## src/rtl/or16_arbiter_pkg.sv

```systemverilog
// Shared types and constants for the two-requester or16 arbiter.
package or16_arbiter_pkg;

  localparam int OP_W = 16;

  typedef enum logic [1:0] {
    ST_IDLE = 2'd0,
    ST_EXEC = 2'd1,
    ST_RESP = 2'd2
  } state_t;

  localparam logic REQ0 = 1'b0;
  localparam logic REQ1 = 1'b1;

  typedef struct packed {
    logic [OP_W-1:0] a;
    logic [OP_W-1:0] b;
  } opnd_t;

endpackage

```

## src/rtl/or16.sv

```systemverilog
// 16-bit bitwise OR gate shared by the arbiter.
module or16 (
  input  logic [15:0] a,
  input  logic [15:0] b,
  output logic [15:0] y
);
  assign y = a | b;
endmodule

```

## src/rtl/or16_arbiter.sv

```systemverilog
// Round-robin front end sharing one or16 between two valid/ready requesters;
// one transaction in flight, result held in a register until consumed.
module or16_arbiter
  import or16_arbiter_pkg::*;
#(
  parameter int WIDTH = 16
) (
  input  logic             clk,
  input  logic             rst_n,
  input  logic             req0_valid,
  input  logic             req1_valid,
  output logic             req0_ready,
  output logic             req1_ready,
  input  logic [WIDTH-1:0] req0_a,
  input  logic [WIDTH-1:0] req0_b,
  input  logic [WIDTH-1:0] req1_a,
  input  logic [WIDTH-1:0] req1_b,
  output logic             rsp0_valid,
  output logic             rsp1_valid,
  input  logic             rsp0_ready,
  input  logic             rsp1_ready,
  output logic [WIDTH-1:0] rsp0_out,
  output logic [WIDTH-1:0] rsp1_out,
  output logic             busy,
  output logic [15:0]      done_count
);

  if (WIDTH != OP_W) begin : g_width_chk
    $error("or16_arbiter: WIDTH must be 16");
  end

  state_t           state, state_nxt;
  logic             last, owner, gnt, gnt_vld, acc, rsp_rdy_own;
  opnd_t            opnd_q, opnd_d;
  logic [WIDTH-1:0] res_q, or_y;

  // Contested grant goes to whoever did not complete last.
  assign gnt_vld     = req0_valid | req1_valid;
  assign gnt         = (req0_valid & req1_valid) ? ~last : req1_valid;
  assign acc         = (state == ST_IDLE) & gnt_vld;
  assign opnd_d      = (gnt == REQ1) ? opnd_t'{req1_a, req1_b} : opnd_t'{req0_a, req0_b};
  assign rsp_rdy_own = (owner == REQ1) ? rsp1_ready : rsp0_ready;

  always_ff @(posedge clk or negedge rst_n) begin
    if (!rst_n) state <= ST_IDLE;
    else        state <= state_nxt;
  end

  always_comb begin
    state_nxt = state;
    case (state)
      ST_IDLE: if (acc) state_nxt = ST_EXEC;
      ST_EXEC: state_nxt = ST_RESP;
      ST_RESP: if (rsp_rdy_own) state_nxt = ST_IDLE;
      default: state_nxt = ST_IDLE;
    endcase
  end

  always_comb begin
    req0_ready = 1'b0;
    req1_ready = 1'b0;
    rsp0_valid = 1'b0;
    rsp1_valid = 1'b0;
    busy       = 1'b1;
    case (state)
      ST_IDLE: begin
        busy       = 1'b0;
        req0_ready = gnt_vld & (gnt == REQ0);
        req1_ready = gnt_vld & (gnt == REQ1);
      end
      ST_RESP: begin
        rsp0_valid = (owner == REQ0);
        rsp1_valid = (owner == REQ1);
      end
      default: ;
    endcase
  end

  always_ff @(posedge clk or negedge rst_n) begin
    if (!rst_n) begin
      opnd_q     <= '0;
      res_q      <= '0;
      owner      <= REQ0;
      last       <= REQ1;
      done_count <= '0;
    end else begin
      if (acc) begin
        opnd_q <= opnd_d;
        owner  <= gnt;
      end
      if (state == ST_EXEC) res_q <= or_y;
      if (state == ST_RESP && rsp_rdy_own) begin
        last       <= owner;
        done_count <= done_count + 16'd1;
      end
    end
  end

  or16 u_or16 (
    .a (opnd_q.a),
    .b (opnd_q.b),
    .y (or_y)
  );

  assign rsp0_out = res_q;
  assign rsp1_out = res_q;

endmodule

```

## config.mk

```make
export PLATFORM = sky130hd
export DESIGN_NAME = or16_arbiter
export DESIGN_NICKNAME = d
export VERILOG_FILES = /design/src/rtl/or16_arbiter_pkg.sv /design/src/rtl/or16.sv /design/src/rtl/or16_arbiter.sv
export SDC_FILE = /design/constraint.sdc
export NUM_CORES = 1
export LEC_CHECK = 0
export CORE_AREA = 2 2 88 90
export DETAILED_ROUTE_END_ITERATION = 8
export DIE_AREA = 0 0 90 92
export PLACE_DENSITY = 0.79
export RECOVER_POWER = 50
export SETUP_SLACK_MARGIN = 0.2
export SYNTH_ARGS = -nofsm -noshare
export SYNTH_HDL_FRONTEND = slang
export SYNTH_SLANG_ARGS = --single-unit
```

## constraint.sdc

```tcl
create_clock -name clk -period 1.9 [get_ports clk]
set_input_delay 0.38 -clock clk [delete_from_list [all_inputs] [get_ports clk]]
set_output_delay 0.38 -clock clk [all_outputs]
set_load 0.02 [all_outputs]
```

# [Yosys cells after proc, flatten, opt, wreduce, memory -nomap -nowiden]
# Cells that the tools add are included.
[totals] elab_cells=35 rom_bits=0 regBits=68 n_memories=0 latchBits=0 ramBits=0 out_inout_bits=53
[op_classes] n_addsub=1 muxes=11 order_cmp=0 reduce_logical=3 eq_ne=4 n_div=0 shift=0 n_mul=0 bitwise_logic=9
[ops] operator="$mux 32" n=1
[ops] operator="$add 16x1->16 const B" n=1
[ops] operator="$or 16x16->16" n=1
[ops] operator="$mux 1" n=7
[ops] operator="$pmux 2 s3" n=1
[ops] operator="$and 1x1->1" n=4
[ops] operator="$mux 2" n=2
[ops] operator="$ne 2x2->1 const B" n=2
[ops] operator="$not 1->1" n=3
[ops] operator="$eq 2x1->1 const B" n=1
[ops] operator="$eq 2x2->1 const B" n=1
[ops] operator="$logic_not 2->1" n=1
[ops] operator="$reduce_and 2->1" n=1
[ops] operator="$logic_and 1x1->1" n=1
[ops] operator="$or 1x1->1" n=1

# [Depth between registers and ports, before layout]
# Gate-level depths: netlist of run 1.
[depth] depth_word=5 depth_mapped=6

# [Modules after synthesis]
# Synthesis of run 1 repeated with hierarchy kept, for this count alone.
[hier_totals] hier_cells=290 hier_area_um2=3220.6
[modules_own_cells] mod="or16_arbiter" area_per_inst_um2=3120.5 cells_per_inst=274 instances=1
[modules_own_cells] mod="or16" area_per_inst_um2=100.1 cells_per_inst=16 instances=1

# [Least setup slack after synthesis of run 1]
# OpenSTA, ideal clock, no wires.
[synth_path] kind="register to output" from="register state[1]" to="output port req0_ready" t_required_ps=1520 t_arrival_ps=1305 stages_incl_launch_ff=6 setup_slack_ps=215 path_buffers=2 path_cell_list="dfrtp_1 -> nor2_1 -> o21ai_0 -> buf_2 -> buf_2 -> nor2_1"
[synth_via] elab_chain_len=2
[synth_rtl] item="start: declaration" line="or16_arbiter.sv:32" source="state_t state, state_nxt;"
[synth_rtl] item="start signal: assignment" line="or16_arbiter.sv:46" source="else state <= state_nxt;"
[synth_rtl] item="$logic_not 2->1" line="or16_arbiter.sv:65" source="case (state)"
[synth_rtl] item="$mux 1" line="or16_arbiter.sv:65"
[synth_rtl] item="end: declaration" line="or16_arbiter.sv:12" source="output logic req0_ready,"
# No other way between the ends.

# [Final worst setup path of run 1]
[layout_path] from="register state[0]" to="output port rsp0_valid"
[layout_via] elab_chain_len=2
[layout_rtl] item="$eq 2x2->1" line="or16_arbiter.sv:65"
[layout_rtl] item="$mux 1" line="or16_arbiter.sv:65"
[layout_rtl] item="end: declaration" line="or16_arbiter.sv:18" source="output logic rsp0_valid,"
# No other way between the ends.

==> qor.txt, run 1 <==
Reg-to-Reg End: done_count[15]
Setup crit end: rsp0_valid
top cell family by delay on the critical path: flip-flops
Util after Layout: 0.619
DR pass1 iterations: 4
remaining global-route overflow: 0
final setup fails: 0
top post-synthesis cells by area: dfrtp_1, mux2i_1, o21ai_0
Req. time, crit path: 1.52 ns
Slew Viols, Final: 0
clock buffer depth: 2
cell row count: 32
CP bufs+invs: 2
nature of the critical path endpoint: primary output
Chip Width: 90 um
worst rel slew slack: 0.353
via-per-instance ratio: 4.71
highest cell delay on the worst timing path: 0.40 ns
largest net degree at the start of global routing: 67
first-pass GRT wire length: 11700 um
clk_lat worst skew: 0.33 ns
Cell Area, Synth: 0.00312 mm^2
critical path depth: 4
clk sinks: 68
Setup crit start: state[0]
fraction of final layout cells sized beyond drive strength 1: 0.108
crit start category: register
R2R Setup Slk: 0.26 ns
worst r2r path cells: 6
Ports: 123
min cycle time layout: 1.72 ns
# diodes: 0
NumNets Final: 491
Post-Layout Cell Count: 527
final wirelength: 6870 um
RSZ-0062 raised after global routing: yes
Placed Area: 0.00437 mm^2
H-tree levels: 3
TritonCTS buffer count: 9
HP Class: reg -> reg
CTS tree: yes
Residual DRC: 0
post-route clock period utilization: 0.904
GPL Wtd Cong: 0.791
Post-Synthesis Cells: 305
Root Driver: clkbuf_8
critical path class: reg -> out
gr usage total: 0.177
initial core utilization: 0.419
detailed-placement wirelength estimate: 5150 um
final hold violation count: 0
TNS Setup: 0 ns
initial antenna violation count: 0
Synth Register Bits: 68
Port Buffers: 122
initial DRC count: 93
count of cell types in the netlist: 27
Seq/Total Area, Yosys: 0.545
detail-routed net length per standard cell: 13.0 um
Worst-Margin Slew: 0.971 ns
commonest non-fill, non-tap cell in the layout: dfrtp_1
Antenna Nets Post-Route: 0
Yosys top cell by area: dfrtp_1
status: completed
Setup Skew: 0.00910 ns
P&R area growth vs syn: 47.8%
Worst Path Arrival: 1.34 ns
Max VDD drop: 0.588 mV
vias in the first global route: 2535
clock-pin transition on the worst setup and hold timing paths: 0.08 ns
Power Density: 1440 mW/mm^2
Die Span Y: 92 um
crit-path cells: clkbuf_1 -> nand2b_4 -> nor2_2 -> buf_4
Leakage: 2.22 nW
design area: 0.00461 mm^2
Synth Net Count: 376
via count: 2482
top-area cell type share of the netlist area: 0.537
max-cap violations: 0
syn_area_per_cell: 10.2 um^2
crit path max fanout: 4
most frequent cells in the layout: dfrtp_1, clkdlybuf4s50_1, nand2_1
area of the core: 0.00745 mm^2
RR Startpoint: state[0]
max frequency: 582 MHz
synth warn: 0
Inst Count DP: 507
die footprint: 0.00828 mm^2
CP max stage cell: dfrtp_1
## per-layer routing
metal	GRT usage	wire [um]	up-vias
met3	0.0419	373	10
met2	0.299	3390	83
met4	0.0615	85	0
met5	0	0	-
li1	-	-	1238
met1	0.222	3010	1151
## timing repair
| action | in CTS | in global routing |
|---|---|---|
| setup buffers | 0 | 3 |
| setup endpoints to repair | 84 | 19 |
| pin swaps | 2 | 5 |
| endpoints found under the hold margin | 15 | 0 |
| hold buffers | 1 | 0 |
| resized for setup | 81 | 11 |
## through the flow
stage	hold WS, ns	total power [W]	setup WS (ns)
6_report	0.460	0.00663	0.183
2_1_floorplan	0.0844	0.00429	0.215
3_5_place_dp	0.331	0.00552	-0.451
4_1_cts	0.475	0.00663	0.169
5_1_grt	0.497	0.00715	0.108
3_3_place_gp	0.323	0.00541	-0.441
## area by class of cell
cell class,count,area [um^2]
fill,648,2830
sequential,68,1700
multi-input combinational,204,1280
timing repair buffer,135,1260
clock buffer,11,151
tap,102,128
clock inverter,5,82.6
inverter,2,7.51
## worst reg2reg max path, stage by stage (launching register included)
cell	delay (ns)
dfrtp_1	0.41
clkbuf_1	0.17
nand2b_4	0.17
buf_6	0.12
nor4b_4	0.35
nand4_1	0.16
xnor2_1	0.15
## synth_stat cells (all sizes together)
| library cell | instances |
|---|---|
| o21ai | 50 |
| mux2i | 33 |
| a22o | 1 |
| nand2b | 2 |
| a21o | 1 |
| nand4 | 2 |
| nand3 | 4 |
| clkbuf | 7 |
| buf | 24 |
| ha | 1 |
| inv | 2 |
| and2 | 2 |
| nor2b | 1 |
| xor2 | 3 |
| nor2 | 23 |
| and3 | 6 |
| nor4b | 1 |
| xnor2 | 12 |
| nor3 | 1 |
| nand4b | 1 |
| a21boi | 1 |
| nand2 | 57 |
| dfstp | 1 |
| dfrtp | 67 |
| mux2 | 2 |
## power breakdown
group	switching, W	internal (W)
combinational	0.00159	0.00120
clock	0.000538	0.000816
sequential	0.000427	0.00207
## registers in the layout, indices dropped and copies added, names as in the netlist
signal and count:
opnd_q 32, rsp0_out 16, owner 1, done_count 16, last 1, state 2
## how the worst min path moves through the flow
stage	start	endpoint	slack, ns	cells past startpoint
global placement	rst_n	done_count[2]	0.32	1
finish	done_count[15]	done_count[15]	0.46	1
global route	done_count[15]	done_count[15]	0.50	1
detailed placement	rst_n	done_count[2]	0.33	1
floorplan	rst_n	done_count[0]	0.08	0
CTS	done_count[15]	done_count[15]	0.48	1
## logic make-up after synthesis
kind of cell	synth area share
AND/OR/NAND/NOR	0.143
XOR/XNOR	0.0421
adder cells (fa/ha/maj)	0.00401
buffers and inverters	0.0645
flip-flops	0.545
AO/OA/AOI/OAI	0.0882
multiplexers	0.113
Note: power is estimated with default switching activity, not from simulation.
==> run 2, diff against run 1 <==
--- a/config.mk
+++ b/config.mk
@@ -5,12 +5,16 @@
 export SDC_FILE = /design/constraint.sdc
 export NUM_CORES = 1
 export LEC_CHECK = 0
-export CORE_AREA = 2 2 88 90
+export ABC_AREA = 1
+export CELL_PAD_IN_SITES_DETAIL_PLACEMENT = 0
+export CELL_PAD_IN_SITES_GLOBAL_PLACEMENT = 1
+export CORE_AREA = 2 2 106 108
 export DETAILED_ROUTE_END_ITERATION = 8
-export DIE_AREA = 0 0 90 92
-export PLACE_DENSITY = 0.79
+export DIE_AREA = 0 0 108 110
+export PLACE_DENSITY_LB_ADDON = 0.1
 export RECOVER_POWER = 50
 export SETUP_SLACK_MARGIN = 0.2
+export SKIP_CTS_REPAIR_TIMING = 1
 export SYNTH_ARGS = -nofsm -noshare
 export SYNTH_HDL_FRONTEND = slang
 export SYNTH_SLANG_ARGS = --single-unit
==> run 2 against run 1 <==
Effect of this change: setup slack worse by 0.022 ns; hold slack got worse by 0.19 ns; cell count rose by 25%; register-to-register slack better by 0.09 ns; global-route usage is 2.0 points lower; utilization down 17 points; fmax shrank 1.3%; power grew 1.6%.
==> qor.txt, run 2 <==
status: completed
design area: 0.00484 mm^2 (+5.0%)
Slew Viols, Final: 0 (unchanged)
Placed Area: 0.00458 mm^2 (+4.7%)
max-cap violations: 0 (unchanged)
worst rel slew slack: 0.222 (-0.130)
count of cell types in the netlist: 25 (-7.4%)
Async SR Flop Fraction: 1.00 (unchanged)
Final Power: 0.00674 W (+1.6%)
detailed-placement wirelength estimate: 6270 um (+22%)
first-pass GRT wire length: 14100 um (+21%)
hold slack final: 0.269 ns (-0.191 ns)
most frequent cells in the layout: nand2_1, dfrtp_1, clkdlybuf4s50_1
Sequential Area: 0.00170 mm^2 (unchanged)
die footprint: 0.0119 mm^2 (+43%)
Largest register FFs: 32 (unchanged)
crit path max fanout: 2 (-2)
commonest non-fill, non-tap cell in the layout: nand2_1
Ports: 123 (unchanged)
remaining global-route overflow: 0 (unchanged)
Antenna Nets Post-Route: 0 (unchanged)
initial antenna violation count: 0 (unchanged)
max frequency: 575 MHz (-1.3%)
GPL Wtd Cong: 0.806 (+2.0%)
met2 wire len: 4480 um (+32%)
Max VDD drop: 0.520 mV (-12%)
Yosys top cell by area: dfrtp_1
gr usage total: 0.157 (-0.0199)
detail-routed net length per standard cell: 13.7 um (+5.4%)
min cycle time layout: 1.74 ns (+0.0223 ns)
final wirelength: 9020 um (+31%)
P&R area growth vs syn: 49.0%
clock buffer depth: 2 (unchanged)
commonest cells in the netlist: nand2_1, dfrtp_1, o21ai_1
fillcell total: 1080 (+67%)
footprint of the multi-input gates: 0.00126 mm^2 (-1.3%)
top post-synthesis cells by area: dfrtp_1, nand2_1, o21ai_1
met1 WL: 3780 um (+25%)
clk sinks: 68 (unchanged)
top-area cell type share of the netlist area: 0.516 (-0.0215)
synth warn: 0 (unchanged)
critical path class: in -> out
initial core utilization: 0.304 (-0.115)
Setup Skew: 0.00616 ns (-0.00294 ns)
post-route clock period utilization: 0.916 (+0.0117)
CTS tree: yes
Post-synth EDFFs: 0 (unchanged)
Req. time, crit path: 1.52 ns (about the same)
nature of the critical path endpoint: primary output
Top Metal Used: met4
crit start category: input pin
RSZ-0062 raised after global routing: yes
TritonCTS buffer count: 9 (unchanged)
H-tree levels: 3 (unchanged)
Seq/Total Area, Yosys: 0.524 (-0.0218)
NumNets Final: 583 (+19%)
Post-Synthesis Cells: 397 (+30%)
Synth Register Bits: 68 (unchanged)
largest net degree at the start of global routing: 46 (-31%)
Chip Width: 108 um (+20%)
final setup margin: 0.160 ns (-0.0223 ns)
via-per-instance ratio: 4.53 (-3.7%)
cell row count: 38 (+19%)
Synth Net Count: 468 (+24%)
# diodes: 0 (unchanged)
Die Span Y: 110 um (+20%)
Root Driver: clkbuf_8
Met3 Wirelength: 582 um (+56%)
fraction of final layout cells sized beyond drive strength 1: 0.0851 (-0.0231)
Worst Path Arrival: 1.36 ns (+0.02 ns)
final setup fails: 0 (unchanged)
Worst-Margin Slew: 1.17 ns (+0.195 ns)
clk_lat worst skew: 0.33 ns (about the same)
register with the most flip-flops: opnd_q
DR pass1 iterations: 4 (unchanged)
Port Buffers: 122 (unchanged)
Power Density: 1390 mW/mm^2 (-3.3%)
Cell Area, Synth: 0.00325 mm^2 (+4.2%)
worst slack, placed: -0.333 ns (+0.117 ns)
cell with the most instances after synthesis: nand2_1
HP Class: in -> async
final hold violation count: 0 (unchanged)
Main synth FF type: dfrtp_1
Leakage: 2.69 nW (+21%)
via count: 2979 (+20%)
initial DRC count: 147 (+58%)
area of the core: 0.0107 mm^2 (+44%)
vias in the first global route: 2929 (+16%)
syn_area_per_cell: 8.19 um^2 (-20%)
clock-pin transition on the worst setup and hold timing paths: 0.07 ns (about the same)
Residual DRC: 0 (unchanged)
-- run 2: cell types whose count changed after synthesis, sizes merged, moves of 3 or more --
cell | before | now
clkbuf | 7 | 4
nand2 | 57 | 108
o21ai | 50 | 80
xor2 | 3 | 8
buf | 24 | 27
inv | 2 | 28
nand4 | 2 | 5
nand3 | 4 | 9
xnor2 | 12 | 0
nor2 | 23 | 54
mux2i | 33 | 0
and3 | 6 | 0
-- run 2: logic make-up (layout without fill, tap and decap cells) --
logic type      after synthesis  count (layout)  share of synthesized area
fa+ha+maj                     1               1                    0.00385
compound gates               84              84                      0.132
xor+xnor                      8               8                     0.0215
simple gates                177             177                      0.225
buf+inv                      59             179                     0.0943
flops                        68              68                      0.524
-- run 2: where the power goes --
group | internal [W] | switching, W | total [W]
Combinational | 0.00134 | 0.00179 | 0.00313
Clock | 0.000582 | 0.000529 | 0.00111
Sequential | 0.00208 | 0.000416 | 0.00249
-- run 2: area by class of cell --
class / instances / area share
clock buffer: 15 / 0.0364
clock inverter: 1 / 0.00103
inverter: 28 / 0.0217
multi-input combinational: 270 / 0.260
sequential: 68 / 0.351
tap: 140 / 0.0362
timing repair buffer: 135 / 0.293
-- run 2: critical path, stage by stage --
cell,delay [ns]
clkdlybuf4s50_1,0.43
buf_4,0.15
o21ai_4,0.20
nor2_4,0.07
buf_6,0.13
-- run 2: worst paths after layout --
| check | start | to | slack, ns | cells after the start |
|---|---|---|---|---|
| max in group asynchronous | rst_n | opnd_q[10] | 0.40 | 2 |
| min in group clk | opnd_q[18] | opnd_q[18] | 0.48 | 2 |
| worst max register to register | state[0] | done_count[2] | 0.35 | 7 |
| worst min-delay path | rst_n | done_count[2] | 0.27 | 1 |
| worst min register to register | opnd_q[18] | opnd_q[18] | 0.48 | 2 |
| worst max-delay path | req0_valid | req0_ready | 0.16 | 5 |
-- run 2: per-layer routing --
layer	vias up	track usage
met2	91	0.274
met3	15	0.0482
met1	1382	0.178
li1	1491	-
met5	-	0
met4	0	0.0659
-- run 2: per-stage QoR --
| step | utilization | std cells | setup TNS (ns) |
|---|---|---|---|
| 2_1_floorplan | - | 397 | 0 |
| 3_3_place_gp | 0.428 | 641 | -3.69 |
| 3_5_place_dp | 0.428 | 641 | -5.21 |
| 4_1_cts | 0.445 | 657 | -1.07 |
| 5_1_grt | 0.453 | 657 | 0 |
| 6_report | 0.453 | 657 | 0 |
